$ cat config.mk
export PLATFORM = sky130hd
export DESIGN_NAME = branch_resolve_unit
export DESIGN_NICKNAME = d
export VERILOG_FILES = /design/src/rtl/branch_resolve_unit.sv
export SDC_FILE = /design/constraint.sdc
export NUM_CORES = 1
export LEC_CHECK = 0
export BUFFER_PORTS_ARGS = -buffer_cell sky130_fd_sc_hd__buf_2
export CAP_MARGIN = 25
export CORE_MARGIN = 2
export CORE_UTILIZATION = 59
export CTS_BUF_LIST = sky130_fd_sc_hd__clkbuf_4
export CTS_CLUSTER_SIZE = 8
export DETAILED_ROUTE_END_ITERATION = 8
export PLACE_DENSITY = 0.94
export REMOVE_ABC_BUFFERS = 1
export SLEW_MARGIN = 20
export SYNTH_ARGS = -nofsm -noshare
export SYNTH_HDL_FRONTEND = slang
export SYNTH_SLANG_ARGS = --single-unit
$ cat constraint.sdc
create_clock -name clk -period 4.6 [get_ports clk]
set_input_delay 0.69 -clock clk [delete_from_list [all_inputs] [get_ports clk]]
set_output_delay 0.69 -clock clk [all_outputs]
set_load 0.005 [all_outputs]
$ cat src/rtl/branch_resolve_unit.sv
// Execute-side branch resolution: queues fetch-time predictions in order, checks them
// against resolved outcomes, trains the predictor and raises a flush on a mispredict.
module branch_resolve_unit #(
  parameter int N              = 32,
  parameter int DEPTH          = 4,
  parameter int RECOVER_CYCLES = 2
) (
  input  logic         clk,
  input  logic         rst,
  input  logic         i_pred_valid,
  input  logic [N-1:0] i_pred_pc,
  input  logic         i_pred_taken,
  input  logic [N-1:0] i_pred_target,
  output logic         o_pred_ready,
  input  logic         i_res_valid,
  input  logic [N-1:0] i_res_pc,
  input  logic         i_res_taken,
  input  logic [N-1:0] i_res_target,
  output logic         o_upd_valid,
  output logic [N-1:0] o_upd_pc,
  output logic         o_upd_taken,
  output logic         o_flush,
  output logic [N-1:0] o_redirect_pc,
  output logic         o_order_err,
  output logic [31:0]  o_branch_cnt,
  output logic [31:0]  o_mispred_cnt
);
  localparam int PTR_W = (DEPTH > 1) ? $clog2(DEPTH) : 1;
  localparam int CNT_W = PTR_W + 1;
  localparam int REC_W = (RECOVER_CYCLES > 1) ? $clog2(RECOVER_CYCLES) : 1;
  localparam logic [CNT_W-1:0] DEPTH_C = CNT_W'(DEPTH);

  typedef enum logic [1:0] {RUN, FLUSH, RECOVER} state_t;

  state_t             state;
  logic [PTR_W-1:0]   rd_ptr, wr_ptr;
  logic [CNT_W-1:0]   count;
  logic [REC_W-1:0]   rec_cnt;

  logic [N-1:0]       q_pc  [DEPTH];
  logic               q_taken [DEPTH];
  logic [N-1:0]       q_tgt [DEPTH];

  logic               vld_p1, upd_taken_p1, flush_p1, order_err_p1;
  logic [N-1:0]       upd_pc_p1, redirect_p1;
  logic [31:0]        branch_cnt_p1, mispred_cnt_p1;

  logic               pred_ready, push, res_ok, mispred;
  logic [N-1:0]       head_pc, head_tgt;
  logic               head_taken;

  function automatic logic [31:0] sat_inc(input logic [31:0] v);
    return (v == 32'hFFFF_FFFF) ? v : v + 32'd1;
  endfunction

  function automatic logic [N-1:0] next_pc(input logic taken, input logic [N-1:0] pc,
                                           input logic [N-1:0] tgt);
    return taken ? tgt : pc + N'(4);
  endfunction

  always_comb begin
    head_pc    = q_pc[rd_ptr];
    head_taken = q_taken[rd_ptr];
    head_tgt   = q_tgt[rd_ptr];
    pred_ready = (state == RUN) && (count < DEPTH_C);
    push       = i_pred_valid && pred_ready;
    res_ok     = (state == RUN) && i_res_valid && (count != '0);
    // A target only matters when both sides agree the branch was taken.
    mispred    = (head_taken != i_res_taken) ||
                 (head_taken && i_res_taken && (head_tgt != i_res_target));
  end

  assign o_pred_ready = pred_ready;

  always_ff @(posedge clk) begin
    if (push) begin
      q_pc[wr_ptr]    <= i_pred_pc;
      q_taken[wr_ptr] <= i_pred_taken;
      q_tgt[wr_ptr]   <= i_pred_target;
    end
  end

  // Stage p1: resolution results registered one cycle after the accepting edge
  always_ff @(posedge clk) begin
    if (rst) begin
      state          <= RUN;
      rd_ptr         <= '0;
      wr_ptr         <= '0;
      count          <= '0;
      rec_cnt        <= '0;
      vld_p1         <= 1'b0;
      upd_pc_p1      <= '0;
      upd_taken_p1   <= 1'b0;
      flush_p1       <= 1'b0;
      redirect_p1    <= '0;
      order_err_p1   <= 1'b0;
      branch_cnt_p1  <= '0;
      mispred_cnt_p1 <= '0;
    end else begin
      vld_p1   <= res_ok;
      flush_p1 <= 1'b0;
      if (res_ok) begin
        upd_pc_p1     <= i_res_pc;
        upd_taken_p1  <= i_res_taken;
        branch_cnt_p1 <= sat_inc(branch_cnt_p1);
        if (i_res_pc != head_pc) order_err_p1 <= 1'b1;
      end
      if ((state == RUN) && i_res_valid && (count == '0)) order_err_p1 <= 1'b1;
      case (state)
        RUN: begin
          if (res_ok && mispred) begin
            state          <= FLUSH;
            flush_p1       <= 1'b1;
            redirect_p1    <= next_pc(i_res_taken, i_res_pc, i_res_target);
            mispred_cnt_p1 <= sat_inc(mispred_cnt_p1);
            rd_ptr         <= '0;
            wr_ptr         <= '0;
            count          <= '0;
          end else begin
            if (push)   wr_ptr <= wr_ptr + PTR_W'(1);
            if (res_ok) rd_ptr <= rd_ptr + PTR_W'(1);
            case ({push, res_ok})
              2'b10:   count <= count + CNT_W'(1);
              2'b01:   count <= count - CNT_W'(1);
              default: count <= count;
            endcase
          end
        end
        FLUSH: begin
          state   <= RECOVER;
          rec_cnt <= REC_W'(RECOVER_CYCLES - 1);
        end
        RECOVER: begin
          if (rec_cnt == '0) state <= RUN;
          else               rec_cnt <= rec_cnt - REC_W'(1);
        end
        default: state <= RUN;
      endcase
    end
  end

  assign o_upd_valid   = vld_p1;
  assign o_upd_pc      = upd_pc_p1;
  assign o_upd_taken   = upd_taken_p1;
  assign o_flush       = flush_p1;
  assign o_redirect_pc = redirect_p1;
  assign o_order_err   = order_err_p1;
  assign o_branch_cnt  = branch_cnt_p1;
  assign o_mispred_cnt = mispred_cnt_p1;
endmodule

==> results.py, run 1 <==
metrics = {
    "global_routing": {
        "groute.usage.overall": 0.295,
        "antenna_found_initial": 11,
        "grt_pass1_wl_um": 68700,
        "grt_pass1_vias": 12558,
        "grt_max_degree": 80,
        "grt_overflow": 0,
    },
    "layout": {
        "final_area_um2": 20100,
        "stdcell_count": 2106,
        "nets": 1774,
        "layout-drive-gt1-share": 0.313,
        "area_growth_pct": 17.6,
        "fillers": 1897,
    },
    "floorplan": {
        "die_width_um": 174,
        "coreArea_um2": 28600,
        "dieHeight_um": 174,
        "die_area_um2": 30300,
        "rows": 62,
        "ioPinCount": 267,
        "start_util": 0.596,
    },
    "synth": {
        "syn_area_um2": 17100,
        "synth_top_area_cell": "edfxtp_1",
        "yosys.area.top_type_share": 0.458,
        "synth-seq-area-share": 0.627,
        "synthTopCellsByArea": "edfxtp_1 (46%), dfxtp_1 (17%), mux4_2 (8.6%), xnor2_1 (5.1%), nand2_1 (3.7%)",
        "postSynthAreaPerCell_um2": 13.0,
        "ys_ff_latch": 404,
        "syn_inst": 1311,
        "yosysUniqueCellTypes": 49,
        "ys_warn_count": 0,
    },
    "pwr": {
        "p_leak_uw": 0.00728,
        "p_total_uw": 10200,
        "power_density_nw_per_um2": 510,
        "ir_drop_v": 0.000329,
    },
    "route": {
        "drtIter0Drc": 1151,
        "drcViolationCount": 0,
        "dr.pass1.iters": 5,
        "wl_per_cell_um": 21.3,
        "antenna_left": 0,
        "via_count": 12562,
        "vias_per_cell": 5.96,
        "routed_wirelength_um": 44800,
    },
    "worst_setup_path": {
        "path_delay_family": "multiplexers",
        "critPathArrivalTime_ns": 4.45,
        "crit_path_start_kind": "register",
        "worst_path_max_delay_cell": "dfxtp_4",
        "crit_required_ns": 5.21,
        "worst-path-buf-inv": 2,
        "path_cells": "buf_4 -> mux4_2 -> xnor2_1 -> nand4_1 -> nor2_1 -> a41o_2 -> buf_12 -> nor4_1 -> mux2_2",
        "path_max_fanout": 68,
        "path_class": "reg2reg",
        "end_kind": "register",
        "critPathMaxStageDelay_ns": 0.78,
    },
    "clock_tree": {
        "cts_root_buf": "clkbuf_4",
        "numCtsBuffers": 100,
        "clock_path_buffers": 3,
        "cts_hold_buffers": 0,
        "cts_resized": 0,
        "clock-sinks": 404,
        "clock_latency_ns": 0.78,
        "clkTransAtPathRegs_ns": 0.08,
        "htree_levels": 3,
        "cts_tree": "built",
        "postCtsSetupBuffers": 0,
    },
    "sta": {
        "slew_headroom": 0.305,
        "period_needed_ns": 3.84,
        "maxSlewViolCount": 0,
        "rsz0062_at_grt": "no",
        "tightest_slew_ns": 1.04,
        "clock.fmax_mhz": 260,
        "fin_skew_ns": 0.0665,
        "fin_ws_ns": 0.757,
        "hold_viol": 0,
        "setup_viol": 0,
        "holdWs_ns": 0.116,
        "min_period_over_period": 0.835,
    },
    "placement": {
        "placed_cells": 1909,
        "portBuffers": 266,
        "dpl.hpwl_um": 30600,
        "placed_area_um2": 18700,
        "place_congestion": 0.912,
        "preCtsSetupSlack_ns": 0.736,
    },
    "outcome": {
        "status": "completed",
    },
    "flow_run": {
        "cap_violations": 0,
    },
    "min_path": {
        "hold_path.class": "in2reg",
    },
}
==> worst register-to-register path, delay by kind of cell (launching register included) <==
family,cells,cell delay [ns]
compound gates,1,0.43
simple gates,3,0.64
buf+inv,2,0.80
xor+xnor,1,0.18
flops,1,0.78
mux,2,0.88
==> where the power goes <==
| group | internal, uW | leakage, uW | switching, uW |
|---|---|---|---|
| logic | 1110 | 0.00297 | 1390 |
| clock network | 1490 | 0.000770 | 1460 |
| registers | 4490 | 0.00354 | 294 |
| total | 7090 | 0.00728 | 3140 |
==> cell usage in the layout (no fill, tap or decap), types with 9 or more instances in the layout <==
cell type | netlist | routed
inv_1 | 18 | 18
nor2b_1 | 16 | 15
clkbuf_4 | 0 | 147
buf_4 | 5 | 17
diode_2 | 0 | 11
nand3_1 | 43 | 43
dfxtp_1 | 144 | 142
edfxtp_1 | 260 | 260
and4_1 | 14 | 14
and2_1 | 9 | 9
nor3_1 | 18 | 18
o21ai_0 | 36 | 36
mux2_2 | 16 | 16
nand4_1 | 39 | 39
nand2_1 | 167 | 167
xnor2_1 | 99 | 99
nor2_1 | 82 | 82
xor2_1 | 28 | 28
nor4_1 | 17 | 17
clkinv_1 | 0 | 27
and3_1 | 17 | 13
a21oi_1 | 76 | 76
ha_1 | 12 | 12
buf_2 | 10 | 265
mux4_2 | 65 | 65
==> sequential cells by signal, indices dropped and copies added (netlist names), 2 cells and up, named ones only <==
signal,flops
o_branch_cnt,32
o_upd_pc,32
state,2
q_tgt,128
o_redirect_pc,32
count,3
rd_ptr,2
o_mispred_cnt,32
q_pc,128
wr_ptr,2
q_taken,4
==> metal layers <==
| metal | global-route usage | part of all wire | vias to the layer above |
|---|---|---|---|
| met4 | 0.145 | 0.047 | 8 |
| met5 | 0 | 0.0011 | - |
| met3 | 0.0829 | 0.11 | 154 |
| met1 | 0.359 | 0.36 | 6059 |
| met2 | 0.487 | 0.49 | 763 |
| li1 | - | - | 5578 |
==> stage by stage <==
stage          utilization  setup TNS, ns
2_1_floorplan            -         -84.15
3_3_place_gp         0.655              0
3_5_place_dp         0.655              0
4_1_cts              0.700              0
5_1_grt              0.700              0
6_report             0.701              0
==> cells in the mapped netlist (all sizes together) <==
master / instances
or4: 8
nor4b: 3
nand4: 39
nand3: 43
a41o: 1
and3: 17
mux2: 16
and4: 14
a211oi: 7
a41oi: 1
and2: 10
inv: 18
o31ai: 7
a21oi: 76
nor2b: 16
nor2: 82
o211a: 1
nor4: 18
or2: 1
buf: 25
fa: 1
clkbuf: 44
a31oi: 3
o21ai: 36
ha: 12
a22o: 3
nand2: 167
o41ai: 1
a311o: 1
dfxtp: 144
nor3: 18
mux4: 65
mux2i: 4
o211ai: 3
or3: 8
xor2: 28
nand2b: 2
xnor2: 99
nand3b: 1
o311ai: 5
edfxtp: 260
o31a: 1
a2111oi: 2
==> layout make-up <==
type	instances	area, um2	area share
Inverter	18	67.6	0.00337
Clock buffer	147	1100	0.0550
Clock inverter	39	186	0.00930
Multi-Input combinational cell	820	6020	0.300
Timing Repair Buffer	283	1470	0.0735
Antenna cell	11	27.5	0.00137
Tap cell	384	480	0.0240
Sequential cell	404	10700	0.533
==> cells by family (layout without fill, tap and decap cells) <==
logic type | Yosys count | after routing | synth area share
compound gates | 148 | 148 | 0.0508
xor+xnor | 127 | 127 | 0.0652
fa+ha+maj | 13 | 13 | 0.00997
buf+inv | 87 | 487 | 0.0223
flops | 404 | 404 | 0.627
mux | 85 | 85 | 0.0987
other cells | 0 | 11 | 0
simple gates | 447 | 447 | 0.126
==> path summary, 6_finish.rpt <==
kind,start,to,slack [ns],depth (start not counted)
setup reg to reg,register,o_mispred_cnt[31],0.76,9
setup / recovery,register,o_mispred_cnt[31],0.76,9
hold reg to reg,o_redirect_pc[10],o_redirect_pc[10],0.45,2
hold / removal,i_pred_target[0],q_tgt[0][0],0.12,1
Power figures use the tool's default switching activity.
==> run 2, diff against run 1 <==
clock period = 3.6 ns   (was 4.6 ns; I/O delays follow)
==> run 2 against run 1 <==
Against the previous run:
- total power up 31%
- register-to-register slack worse by 0.49 ns
- wire length increased by 8.1%
- first-iteration DRC count up 25%
- non-clock buffer count increased by 72
- clock-buffer cell count shrank 3
- die area is the same
- hold slack worse by 0.023 ns
- clock skew is 0.0061 ns higher
- combinational power increased by 40%
- global-route usage increased by 2.1 points
- flip-flop and latch count stayed put
- critical endpoint is now o_mispred_cnt[21]
- largest cell class unchanged
==> results.py, run 2 (synthesized netlist as in run 1, its figures left out) <==
metrics = {
    "clock_tree": {
        "clock_path_buffers": 3,
        "clock-sinks": 404,
        "numCtsBuffers": 99,
        "htree_levels": 3,
        "cts_tree": "built",
        "clkTransAtPathRegs_ns": 0.06,
        "clock_latency_ns": 0.77,
        "cts_root_buf": "clkbuf_4",
        "postCtsSetupBuffers": 0,
    },
    "sta": {
        "fin_skew_ns": 0.0726,
        "min_period_over_period": 0.925,
        "setup_viol": 0,
        "slew_headroom": 0.547,
        "maxSlewViolCount": 0,
        "tightest_slew_ns": 0.679,
        "fin_ws_ns": 0.271,
        "clock.fmax_mhz": 300,
        "rsz0062_at_grt": "no",
        "period_needed_ns": 3.33,
        "hold_viol": 0,
    },
    "route": {
        "antenna_left": 0,
        "vias_per_cell": 6.06,
        "drcViolationCount": 0,
        "routed_wirelength_um": 48400,
        "dr.pass1.iters": 6,
        "drtIter0Drc": 1435,
        "wl_per_cell_um": 22.3,
        "via_count": 13157,
    },
    "layout": {
        "layout_commonest_cell": "buf_2",
        "layout_common_cells": "buf_2 (265), edfxtp_1 (260), nand2_1 (167)",
        "top_regs": "q_pc: 128 flops, q_tgt: 128 flops",
        "fillers": 1710,
        "layout-drive-gt1-share": 0.302,
        "final_area_um2": 20800,
        "area_growth_pct": 22.2,
        "nets": 1845,
        "stdcell_count": 2172,
    },
    "pwr": {
        "p_leak_uw": 0.00762,
        "power_density_nw_per_um2": 645,
        "ir_drop_v": 0.000524,
    },
    "floorplan": {
        "coreArea_um2": 28600,
        "rows": 62,
        "die_area_um2": 30300,
        "die_width_um": 174,
        "start_util": 0.596,
        "ioPinCount": 267,
        "dieHeight_um": 174,
    },
    "worst_setup_path": {
        "crit_required_ns": 4.22,
        "critPathArrivalTime_ns": 3.95,
        "r2r_cells": 9,
        "crit_path_start_kind": "register",
        "crit_path_end": "o_mispred_cnt[21]",
        "r2r_slack_ns": 0.27,
        "critPathMaxStageDelay_ns": 0.56,
        "path_class": "reg2reg",
        "worst_path_max_delay_cell": "mux4_2",
        "r2r_end": "o_mispred_cnt[21]",
        "path_cells": "buf_4 -> mux4_2 -> xnor2_1 -> nand4_1 -> nor4_4 -> a41o_2 -> buf_12 -> nor4_1 -> mux2_2",
        "end_kind": "register",
        "path_max_fanout": 59,
    },
    "placement": {
        "portBuffers": 266,
        "preCtsSetupSlack_ns": 0.222,
        "place_congestion": 0.885,
        "placed_cells": 1916,
        "placed_area_um2": 18900,
        "dpl.hpwl_um": 30400,
    },
    "global_routing": {
        "grt_pass1_wl_um": 73200,
        "grt_pass1_vias": 13155,
        "groute.usage.overall": 0.316,
        "antenna_found_initial": 11,
        "grt_overflow": 0,
        "grt_max_degree": 66,
    },
    "outcome": {
        "status": "completed",
    },
    "min_path": {
        "hold_path.class": "in2reg",
    },
    "flow_run": {
        "cap_violations": 0,
    },
}
[run 2: cell types whose count changed in the layout (fill, tap and decap cells not counted), moves of 2 or more]
cell	change
buf_12	+6
bufinv_16	+2
clkbuf_4	-3
clkinv_1	+3
clkinv_2	-2
diode_2	-3
dlygate4sd3_1	+65
inv_6	-3
[run 2: worst max-delay path: cells and delay by family, from the launching register on]
| kind | cells | cell delay (ns) |
|---|---|---|
| xor+xnor | 1 | 0.17 |
| simple gates | 3 | 0.77 |
| flops | 1 | 0.49 |
| mux | 2 | 0.86 |
| compound gates | 1 | 0.30 |
| buf+inv | 2 | 0.55 |
[run 2: routing by layer]
| metal | routed length (um) | vias to the layer above | global-route usage |
|---|---|---|---|
| li1 | - | 5714 | - |
| met1 | 16800 | 6311 | 0.374 |
| met2 | 23600 | 924 | 0.530 |
| met3 | 5160 | 198 | 0.0820 |
| met4 | 2850 | 10 | 0.178 |
| met5 | 53 | - | 0 |
[run 2: area by class of cell]
| type | count | area [um2] | share of cell area |
|---|---|---|---|
| clock buffer | 144 | 1080 | 0.0519 |
| multi-input combinational | 820 | 6030 | 0.289 |
| clock inverter | 39 | 221 | 0.0106 |
| sequential | 404 | 10700 | 0.513 |
| inverter | 18 | 67.6 | 0.00324 |
| tap | 384 | 480 | 0.0230 |
| timing repair buffer | 355 | 2250 | 0.108 |
| antenna | 8 | 20.0 | 0.000960 |
[run 2: what timing repair did]
item | CTS | global route
setup endpoints to repair | 0 | 1
hold buffers | 65 | 0
resized for setup | 0 | 1
hold endpoints to repair | 242 | 0
[run 2: per-stage QoR]
stage | power, uW | TNS (ns) | utilization | hold slack (ns)
after CTS | 13400 | 0 | 0.727 | 0.0283
after detailed placement | 9440 | 0 | 0.659 | 0.445
after global routing | 14000 | 0 | 0.728 | 0.0802
after floorplan | 8230 | -226.87 | - | 0.442
after global placement | 9230 | 0 | 0.659 | 0.439
final | 13400 | 0 | 0.728 | 0.0928
[run 2: worst min-delay path by stage]
| stage | startpoint | endpoint | cells past startpoint |
|---|---|---|---|
| final | i_res_pc[1] | o_upd_pc[1] | 3 |
| after global routing | i_res_pc[20] | o_upd_pc[20] | 3 |
| after CTS | i_res_pc[0] | o_upd_pc[0] | 3 |
| after detailed placement | o_redirect_pc[22] | o_redirect_pc[22] | 2 |
| after global placement | o_redirect_pc[6] | o_redirect_pc[6] | 2 |
| after floorplan | o_redirect_pc[13] | o_redirect_pc[13] | 2 |
[run 2: power by group]
group	switching [uW]	internal [uW]	leakage, uW	total (uW)
combinational	1960	1530	0.00330	3490
clock	1890	2000	0.000768	3890
sequential	339	5730	0.00354	6060
==> run 3, diff against run 2 <==
--- a/config.mk
+++ b/config.mk
@@ -9,9 +9,9 @@
 export CAP_MARGIN = 25
 export CORE_MARGIN = 2
-export CORE_UTILIZATION = 59
+export CORE_UTILIZATION = 56
 export CTS_BUF_LIST = sky130_fd_sc_hd__clkbuf_4
 export CTS_CLUSTER_SIZE = 8
 export DETAILED_ROUTE_END_ITERATION = 8
-export PLACE_DENSITY = 0.94
+export PLACE_DENSITY = 0.9
 export REMOVE_ABC_BUFFERS = 1
 export SLEW_MARGIN = 20
==> constraint.sdc (replaced) <==
create_clock -name clk -period 3.6 [get_ports clk]
set_input_delay 0 -clock clk [delete_from_list [all_inputs] [get_ports clk]]
set_output_delay 0 -clock clk [all_outputs]
set_load 0.005 [all_outputs]
==> run 3 against run 2 <==
Against the previous run:
- combinational power up 13%
- largest cell class unchanged
- critical path type unchanged
- clock skew up 0.013 ns
- core utilization up 1.6 points
- hold slack worse by 0.078 ns
- highest routed layer unchanged
- total power up 5.1%
- die area up 5.2%
- sequential power up 1%
- non-clock buffer count up 133
==> results.py, run 3 (synthesized netlist as in run 1, its figures left out) <==
metrics = {
    "global_routing": {
        "grt_pass1_wl_um": 83500,
        "grt_max_degree": 70,
        "antenna_found_initial": 8,
        "grt_pass1_vias": 14574,
        "grt_overflow": 0,
        "groute.usage.overall": 0.352,
    },
    "layout": {
        "nets": 1980,
        "layout_commonest_cell": "buf_2",
        "layout_common_cells": "buf_2 (265), edfxtp_1 (260), dlygate4sd3_1 (184)",
        "layout-drive-gt1-share": 0.290,
        "area_growth_pct": 30.0,
        "top_regs": "q_pc: 128 flops, q_tgt: 128 flops",
    },
    "clock_tree": {
        "cts_root_buf": "clkbuf_4",
        "htree_levels": 3,
        "clkTransAtPathRegs_ns": 0.08,
        "clock_latency_ns": 0.80,
        "clock_path_buffers": 3,
        "cts_tree": "built",
        "clock-sinks": 404,
        "numCtsBuffers": 100,
    },
    "route": {
        "drtIter0Drc": 2007,
        "vias_per_cell": 6.29,
        "dr.pass1.iters": 6,
        "routed_wirelength_um": 58200,
        "wl_per_cell_um": 25.1,
        "antenna_left": 0,
        "via_count": 14589,
        "drcViolationCount": 0,
    },
    "min_path": {
        "hold_path.class": "in2reg",
    },
    "outcome": {
        "status": "completed",
    },
    "worst_setup_path": {
        "path_max_fanout": 69,
        "crit_path_start_kind": "register",
        "crit_required_ns": 4.21,
        "path_class": "reg2reg",
        "end_kind": "register",
        "critPathArrivalTime_ns": 4.10,
    },
    "floorplan": {
        "die_area_um2": 31900,
        "ioPinCount": 267,
        "die_width_um": 179,
        "start_util": 0.573,
        "dieHeight_um": 179,
        "rows": 63,
        "coreArea_um2": 29800,
    },
    "sta": {
        "setup_viol": 0,
        "rsz0062_at_grt": "no",
        "tightest_slew_ns": 0.908,
        "slew_headroom": 0.394,
        "maxSlewViolCount": 0,
        "period_needed_ns": 3.50,
        "fin_skew_ns": 0.0857,
        "hold_viol": 0,
        "holdWs_ns": 0.0144,
        "clock.fmax_mhz": 286,
        "min_period_over_period": 0.971,
    },
    "pwr": {
        "p_leak_uw": 0.00822,
        "p_total_uw": 14100,
        "ir_drop_v": 0.000406,
        "power_density_nw_per_um2": 637,
    },
    "flow_run": {
        "cap_violations": 0,
    },
    "placement": {
        "dpl.hpwl_um": 30900,
        "place_congestion": 0.855,
        "portBuffers": 266,
    },
}
run 3: critical path, stage by stage, from the launching register on:
cell     delay, ns
dfxtp_2       0.56
buf_4         0.36
mux4_2        0.36
ha_1          0.38
o21ai_0       0.29
a41o_2        0.37
buf_12        0.21
nor4_1        0.39
mux2_2        0.38
run 3: final cells by class:
type	instances	area, um2
Antenna cell	8	20.0
Clock buffer	150	1130
Clock inverter	40	198
Fill cell	1660	7610
Inverter	18	67.6
Multi-Input combinational cell	821	6040
Sequential cell	404	10700
Tap cell	390	488
Timing Repair Buffer	488	3550
run 3: path summary, 6_finish.rpt:
kind | cells after the start | end | start | slack [ns]
hold / removal | 2 | q_tgt[2][26] | i_pred_target[26] | 0.01
setup reg to reg | 8 | o_mispred_cnt[14] | register | 0.10
hold reg to reg | 2 | o_redirect_pc[7] | o_redirect_pc[7] | 0.46
setup / recovery | 8 | o_mispred_cnt[14] | register | 0.10
run 3: repair_timing:
action	in CTS	in global routing
hold endpoints to repair	373	0
setup buffers	0	10
hold buffers	184	0
resized for setup	0	1
setup endpoints to repair	0	36
run 3: where the power goes:
part | internal (uW) | total [uW] | switching (uW) | leakage, uW
clock network | 1940 | 4060 | 2120 | 0.000780
registers | 5730 | 6120 | 394 | 0.00354
logic | 1720 | 3950 | 2230 | 0.00389
run 3: per-stage QoR:
step,instances,utilization,cell area (um2),setup WS (ns),setup TNS (ns)
3_3_place_gp,1926,0.634,18900,0.211,0
4_1_cts,2300,0.740,22100,0.0736,0
6_report,2319,0.745,22200,0.105,0
5_1_grt,2317,0.744,22200,0.0573,0
3_5_place_dp,1926,0.634,18900,0.125,0
2_1_floorplan,1242,-,16700,-2.41,-226.87
run 3: metal layers:
layer  vias to the layer above  routed length (um)  global-route usage
met4                         4                4220               0.209
met1                      6836               19000               0.409
met3                       373                7590              0.0991
met5                         -                  27                   0
li1                       5984                   -                   -
met2                      1392               27400               0.584
